## src/rtl/ultimem_mapper_if.sv

```systemverilog
// CPU-side bus of the Ultimem mapper: 6502-style phase-2 bus in, memory strobes
// and config read-back out.
interface ultimem_mapper_if #(
  parameter int BANK_WIDTH = 6
);
  logic                   phi2_cpu;
  logic [15:0]            address_cpu;
  logic [7:0]             data_cpu_in;
  logic                   r_w_cpu;
  logic [BANK_WIDTH+12:0] address_mem;
  logic                   _ce_ram;
  logic                   _ce_rom;
  logic                   _we_mem;
  logic                   cfg_rd;
  logic [7:0]             data_cfg_out;

  modport master (
    output phi2_cpu, address_cpu, data_cpu_in, r_w_cpu,
    input  address_mem, _ce_ram, _ce_rom, _we_mem, cfg_rd, data_cfg_out
  );
  modport slave (
    input  phi2_cpu, address_cpu, data_cpu_in, r_w_cpu,
    output address_mem, _ce_ram, _ce_rom, _we_mem, cfg_rd, data_cfg_out
  );
endinterface

```

## src/rtl/ultimem_mapper.sv

```systemverilog
// Banked memory mapper: eight 8 KB CPU blocks remapped to RAM/ROM banks, configured
// through a key-protected 16-byte register window committed on the phi2 falling edge.
module ultimem_mapper #(
  parameter int          BANK_WIDTH = 6,
  parameter logic [15:0] CFG_BASE   = 16'h9FF0
) (
  input logic             clock,
  input logic             _reset,
  ultimem_mapper_if.slave bus
);

  typedef enum logic [1:0] {LOCKED, K1, K2, UNLOCKED} key_t;

  key_t                        key;
  logic [1:0]                  phi_sync;
  logic                        phi_prev;
  logic                        commit;
  logic [15:0]                 lat_addr;
  logic [7:0]                  lat_data;
  logic                        lat_rw;
  logic [7:0][BANK_WIDTH-1:0]  bank;
  logic [7:0]                  ramsel;
  logic [7:0]                  wen;

  logic [2:0] blk;
  logic       mem_sel;
  logic       in_win;
  logic [3:0] off;
  logic       lat_in_win;
  logic [3:0] lat_off;

  // Bus fields are captured while the synchronised phi2 is high, so the commit
  // acts on values that were stable during the whole phase, not on the falling edge.
  always_ff @(posedge clock or negedge _reset) begin
    if (!_reset) begin
      phi_sync <= 2'b00;
      phi_prev <= 1'b0;
      lat_addr <= 16'h0000;
      lat_data <= 8'h00;
      lat_rw   <= 1'b1;
    end else begin
      phi_sync <= {phi_sync[0], bus.phi2_cpu};
      phi_prev <= phi_sync[1];
      if (phi_sync[1]) begin
        lat_addr <= bus.address_cpu;
        lat_data <= bus.data_cpu_in;
        lat_rw   <= bus.r_w_cpu;
      end
    end
  end

  assign commit     = phi_prev & ~phi_sync[1];
  assign lat_in_win = (lat_addr[15:4] == CFG_BASE[15:4]);
  assign lat_off    = lat_addr[3:0];

  always_ff @(posedge clock or negedge _reset) begin
    if (!_reset) begin
      key    <= LOCKED;
      ramsel <= 8'b0010_1111;
      wen    <= 8'b0010_1111;
      for (int i = 0; i < 8; i++) bank[i] <= BANK_WIDTH'(i);
    end else if (commit && !lat_rw && lat_in_win) begin
      if (lat_off == 4'd0) begin
        case (key)
          LOCKED:   if (lat_data == 8'h55) key <= K1;
          K1:       key <= (lat_data == 8'hAA) ? K2 : LOCKED;
          K2:       key <= (lat_data == 8'h01) ? UNLOCKED : LOCKED;
          UNLOCKED: if (lat_data == 8'h00) key <= LOCKED;
          default:  key <= LOCKED;
        endcase
      end else if (key == UNLOCKED) begin
        if (lat_off == 4'd2)  wen    <= lat_data;
        if (lat_off == 4'd3)  ramsel <= lat_data;
        if (lat_off[3])       bank[lat_off[2:0]] <= lat_data[BANK_WIDTH-1:0];
      end
    end
  end

  // The upper half of block 4 holds the I/O and config window, never memory.
  assign blk     = bus.address_cpu[15:13];
  assign mem_sel = !(blk == 3'd4 && bus.address_cpu[12]);
  assign in_win  = (bus.address_cpu[15:4] == CFG_BASE[15:4]);
  assign off     = bus.address_cpu[3:0];

  assign bus.address_mem = {bank[blk], bus.address_cpu[12:0]};
  assign bus._ce_ram     = !(bus.phi2_cpu && mem_sel && ramsel[blk]);
  assign bus._ce_rom     = !(bus.phi2_cpu && mem_sel && !ramsel[blk]);
  assign bus._we_mem     = !(bus.phi2_cpu && !bus.r_w_cpu && mem_sel && ramsel[blk] && wen[blk]);
  assign bus.cfg_rd      = bus.phi2_cpu && bus.r_w_cpu && in_win && (off == 4'd0 || key == UNLOCKED);

  always_comb begin
    bus.data_cfg_out = 8'h00;
    if (bus.cfg_rd) begin
      if (off == 4'd0) begin
        case (key)
          LOCKED:   bus.data_cfg_out = 8'h00;
          K1:       bus.data_cfg_out = 8'h01;
          K2:       bus.data_cfg_out = 8'h02;
          default:  bus.data_cfg_out = 8'h80;
        endcase
      end else if (off == 4'd2) bus.data_cfg_out = wen;
      else if (off == 4'd3)     bus.data_cfg_out = ramsel;
      else if (off[3])          bus.data_cfg_out = 8'(bank[off[2:0]]);
      else                      bus.data_cfg_out = 8'hFF;
    end
  end

endmodule

```

## src/flat_wrapper.sv

```systemverilog
// flat-port wrapper written by rule: the top's interface ports become plain ports
module ultimem_mapper_flat 
#(
  parameter int          BANK_WIDTH = 6,
  parameter logic [15:0] CFG_BASE   = 16'h9FF0
)
  (clock, _reset, bus_phi2_cpu, bus_address_cpu, bus_data_cpu_in, bus_r_w_cpu, bus_address_mem, bus__ce_ram, bus__ce_rom, bus__we_mem, bus_cfg_rd, bus_data_cfg_out);
  ultimem_mapper_if #(.BANK_WIDTH(BANK_WIDTH)) bus_i ();
  input logic clock;
  input logic _reset;
  input wire logic [$bits(bus_i.phi2_cpu)-1:0] bus_phi2_cpu;
  input wire logic [$bits(bus_i.address_cpu)-1:0] bus_address_cpu;
  input wire logic [$bits(bus_i.data_cpu_in)-1:0] bus_data_cpu_in;
  input wire logic [$bits(bus_i.r_w_cpu)-1:0] bus_r_w_cpu;
  output wire logic [$bits(bus_i.address_mem)-1:0] bus_address_mem;
  output wire logic [$bits(bus_i._ce_ram)-1:0] bus__ce_ram;
  output wire logic [$bits(bus_i._ce_rom)-1:0] bus__ce_rom;
  output wire logic [$bits(bus_i._we_mem)-1:0] bus__we_mem;
  output wire logic [$bits(bus_i.cfg_rd)-1:0] bus_cfg_rd;
  output wire logic [$bits(bus_i.data_cfg_out)-1:0] bus_data_cfg_out;
  assign bus_i.phi2_cpu = bus_phi2_cpu;
  assign bus_i.address_cpu = bus_address_cpu;
  assign bus_i.data_cpu_in = bus_data_cpu_in;
  assign bus_i.r_w_cpu = bus_r_w_cpu;
  assign bus_address_mem = bus_i.address_mem;
  assign bus__ce_ram = bus_i._ce_ram;
  assign bus__ce_rom = bus_i._ce_rom;
  assign bus__we_mem = bus_i._we_mem;
  assign bus_cfg_rd = bus_i.cfg_rd;
  assign bus_data_cfg_out = bus_i.data_cfg_out;
  ultimem_mapper #(.BANK_WIDTH(BANK_WIDTH), .CFG_BASE(CFG_BASE)) u_core (.clock(clock), ._reset(_reset), .bus(bus_i));
endmodule
```

## config.mk

```make
export PLATFORM = sky130hd
export DESIGN_NAME = ultimem_mapper_flat
export DESIGN_NICKNAME = d
export VERILOG_FILES = /design/src/rtl/ultimem_mapper_if.sv /design/src/rtl/ultimem_mapper.sv /design/src/flat_wrapper.sv
export SDC_FILE = /design/constraint.sdc
export NUM_CORES = 1
export LEC_CHECK = 0
export CAP_MARGIN = 10
export CORE_MARGIN = 2
export CORE_UTILIZATION = 50
export DETAILED_ROUTE_END_ITERATION = 16
export GPL_TIMING_DRIVEN = 0
export PLACE_DENSITY = 0.71
export SKIP_CTS_REPAIR_TIMING = 1
export SLEW_MARGIN = 15
export SYNTH_ARGS = -nofsm -noshare
export SYNTH_HDL_FRONTEND = slang
export SYNTH_SLANG_ARGS = --single-unit
```

## constraint.sdc

```tcl
create_clock -name clock -period 2.8 [get_ports clock]
set_clock_uncertainty 0.1 [all_clocks]
set_input_delay 0.56 -clock clock [delete_from_list [all_inputs] [get_ports clock]]
set_output_delay 0.56 -clock clock [all_outputs]
set_load 0.03 [all_outputs]
```

==> results_dict.tcl, run 1 <==
set metrics [dict create \
    synth.area.top_cells "dfrtp_1 (36%), mux2_2 (21%), mux4_2 (13%)" \
    rows 36 \
    crit_cells 6 \
    critPathLaunchType "input port" \
    placed_area_um2 5740 \
    fmax_mhz 367 \
    nNetsFinal 446 \
    start_util_pct 51.4 \
    hold_violations 0 \
    crit_family "multiplexers" \
    finalSetupViolations 0 \
    post-route-period-util_pct 97.4 \
    ff2ff_path_depth 5 \
    syn2layout_area_growth_pct 21.8 \
    clkLatencyLatePin_ps 360 \
    ys_types 46 \
    path_class "in2out" \
    core_um2 9730 \
    drtIter0Drc 137 \
    grt_util_all_layers_pct 23.5 \
    grt_pass1_vias 3533 \
    hold_class "in2async" \
    io_pins 59 \
    cts_buffers 9 \
    outcome "finished, final reports clean" \
    htreeDepth 3 \
    vdd_drop_max_uv 279 \
    wl_per_cell_um 21.8 \
    layout.cells.most_common "mux2_2" \
    diodes 0 \
    min_period_ps 2730 \
    grt-ovfl-total 0 \
    critPathMaxFanout 10 \
    final_cell_mix "mux2_2 (95), dfrtp_1 (71), mux4_2 (28)" \
    seq_area_frac_synth_pct 47.7 \
    drc 0 \
    cts_max_path_buffers 2 \
    worst_pin_slew_ps 796 \
    portBuffers 53 \
    endpoint_kind "primary output" \
    cp_slowest_cell "mux4_2" \
    dp_hpwl_um 8500 \
    synthArstFlopShare_pct 100 \
    synthCells 351 \
    path_cells "buf_2 > buf_12 > mux4_2 > mux2i_2 > a221oi_1 > buf_2" \
    maxSlewViolCount 0 \
    synth_ff_type "dfrtp_1" \
    root_buffer "clkbuf_8" \
    avgSynthCellArea_um2 14.2 \
    antenna_found_initial 0 \
    cts_tree "yes" \
    syn-num-nets 379 \
    p_total_mw 2.58 \
    final_antenna_net_count 0 \
    fp.dieArea_um2 10800 \
    dieWidth_um 104 \
    viasPerCell 5.91 \
    clk_pin_slew_ps 100 \
    grt_pass1_wl_um 19400 \
    fp.dieH_um 104 \
    dr.pass1.iters 4 \
    synth-edff-count 0 \
    p_per_area_nw_per_um2 425 \
    cp_num_buf_inv 3 \
    required_ps 2140 \
    max-cap-violations 0 \
    synth_top_cell_by_area "dfrtp_1" \
    slew_headroom_pct 46.9 \
    clock-sinks 94 \
    num-fill-cells 751 \
    grt_max_degree 63 \
    ys_ff_latch 94 \
    syn_area_um2 5000 \
    wl_um 12100 \
    crit_arrival_ps 2070 \
    gp_congestion 0.874 \
    crit_path_frequent_cell "buf_2" \
    ys_warn_count 0 \
    slowest_delay_ps 540 \
    p_leak_nw 2.88 \
    drive_above_1_share_pct 53.2 \
    vias 3286 \
    fin_area_um2 6080 \
    yosysTopAreaCellShare_pct 35.6 \
]
-- cell usage after synthesis (all sizes together) (2+ instances only) --
cell,instances
or3,3
mux2i,12
and2,4
a311oi,4
a21oi,2
nand3,7
a221oi,4
nand4,7
nor3,2
and4bb,2
buf,25
nor2,2
inv,3
nor3b,2
nor4,2
and3,4
clkbuf,13
nand2,14
mux4,28
dfstp,23
and4,2
mux2,98
dfrtp,71
o21ai,2
nor2b,6
-- layer usage --
| layer | global-route usage [%] | wire (um) | part of all wire [%] |
|---|---|---|---|
| met1 | 30.5 | 5220 | 43 |
| met2 | 40.6 | 6220 | 51 |
| met3 | 5.01 | 524 | 4.3 |
| met4 | 5.79 | 173 | 1.4 |
| met5 | 0 | 0 | 0 |
-- per-stage QoR --
| step | worst slack, ps | instances | TNS (ps) | utilization (%) | hold slack [ps] |
|---|---|---|---|---|---|
| after floorplan | -200 | 351 | -977 | - | 164 |
| after global placement | -2370 | 537 | -211690 | 58.7 | 235 |
| after detailed placement | -1050 | 538 | -14720 | 59.0 | 239 |
| after CTS | -1050 | 554 | -14750 | 60.8 | 49.4 |
| after global routing | -2.13 | 556 | -2.13 | 62.5 | 61.6 |
| final | 71.8 | 556 | 0 | 62.5 | 31.7 |
-- sequential cells by signal (all words and copies together), names as in the netlist --
signal / count
u_core.key: 2
u_core.lat_addr: 16
u_core.lat_data: 8
u_core.phi_sync: 2
u_core.lat_rw: 1
u_core.phi_prev: 1
u_core.ramsel: 8
u_core.wen: 8
u_core.bank: 48
-- path summary, 6_finish.rpt --
kind / startpoint / endpoint / slack [ps]
max: bus_address_cpu[0] / bus_data_cfg_out[4] / 70
max reg2reg: u_core.key[0] / u_core.bank[4] / 420
min: _reset / u_core.lat_data[1] / 30
max in group asynchronous: _reset / u_core.bank[38] / 1860
min reg2reg: u_core.phi_sync[0] / u_core.phi_sync[1] / 260
min in group clock: u_core.phi_sync[0] / u_core.phi_sync[1] / 260
-- logic make-up (layout without fill, tap and decap cells) --
kind of cell	Yosys count	in the layout	share of synthesized area (%)
buf+inv	41	113	4.53
compound gates	15	15	2.20
simple gates	63	63	8.34
flops	94	94	47.7
mux	138	138	37.3
-- where the power goes --
group,internal (mW),switching (mW),leakage (nW)
combinational,0.144,0.174,1.63
sequential,1.40,0.0334,1.17
clock,0.346,0.488,0.0792
total,1.89,0.696,2.88
-- layout make-up --
class | instances | area (um2) | share of cell area [%]
multi-input combinational | 216 | 2490 | 40.9
sequential | 94 | 2380 | 39.1
timing repair buffer | 56 | 606 | 9.95
buffer | 38 | 258 | 4.24
tap | 133 | 166 | 2.73
clock buffer | 11 | 141 | 2.32
clock inverter | 5 | 35.0 | 0.576
inverter | 3 | 11.3 | 0.185
Power figures use the tool's default switching activity.
==> run 2: changes to the inputs <==
--- a/config.mk
+++ b/config.mk
@@ -8,6 +8,7 @@
 export CAP_MARGIN = 10
 export CORE_MARGIN = 2
 export CORE_UTILIZATION = 50
+export CTS_CLUSTER_DIAMETER = 40
 export DETAILED_ROUTE_END_ITERATION = 16
 export GPL_TIMING_DRIVEN = 0
 export PLACE_DENSITY = 0.71
==> results of run 2 <==
Same layout as run 1: the final DEF is identical, and so are final timing and power.
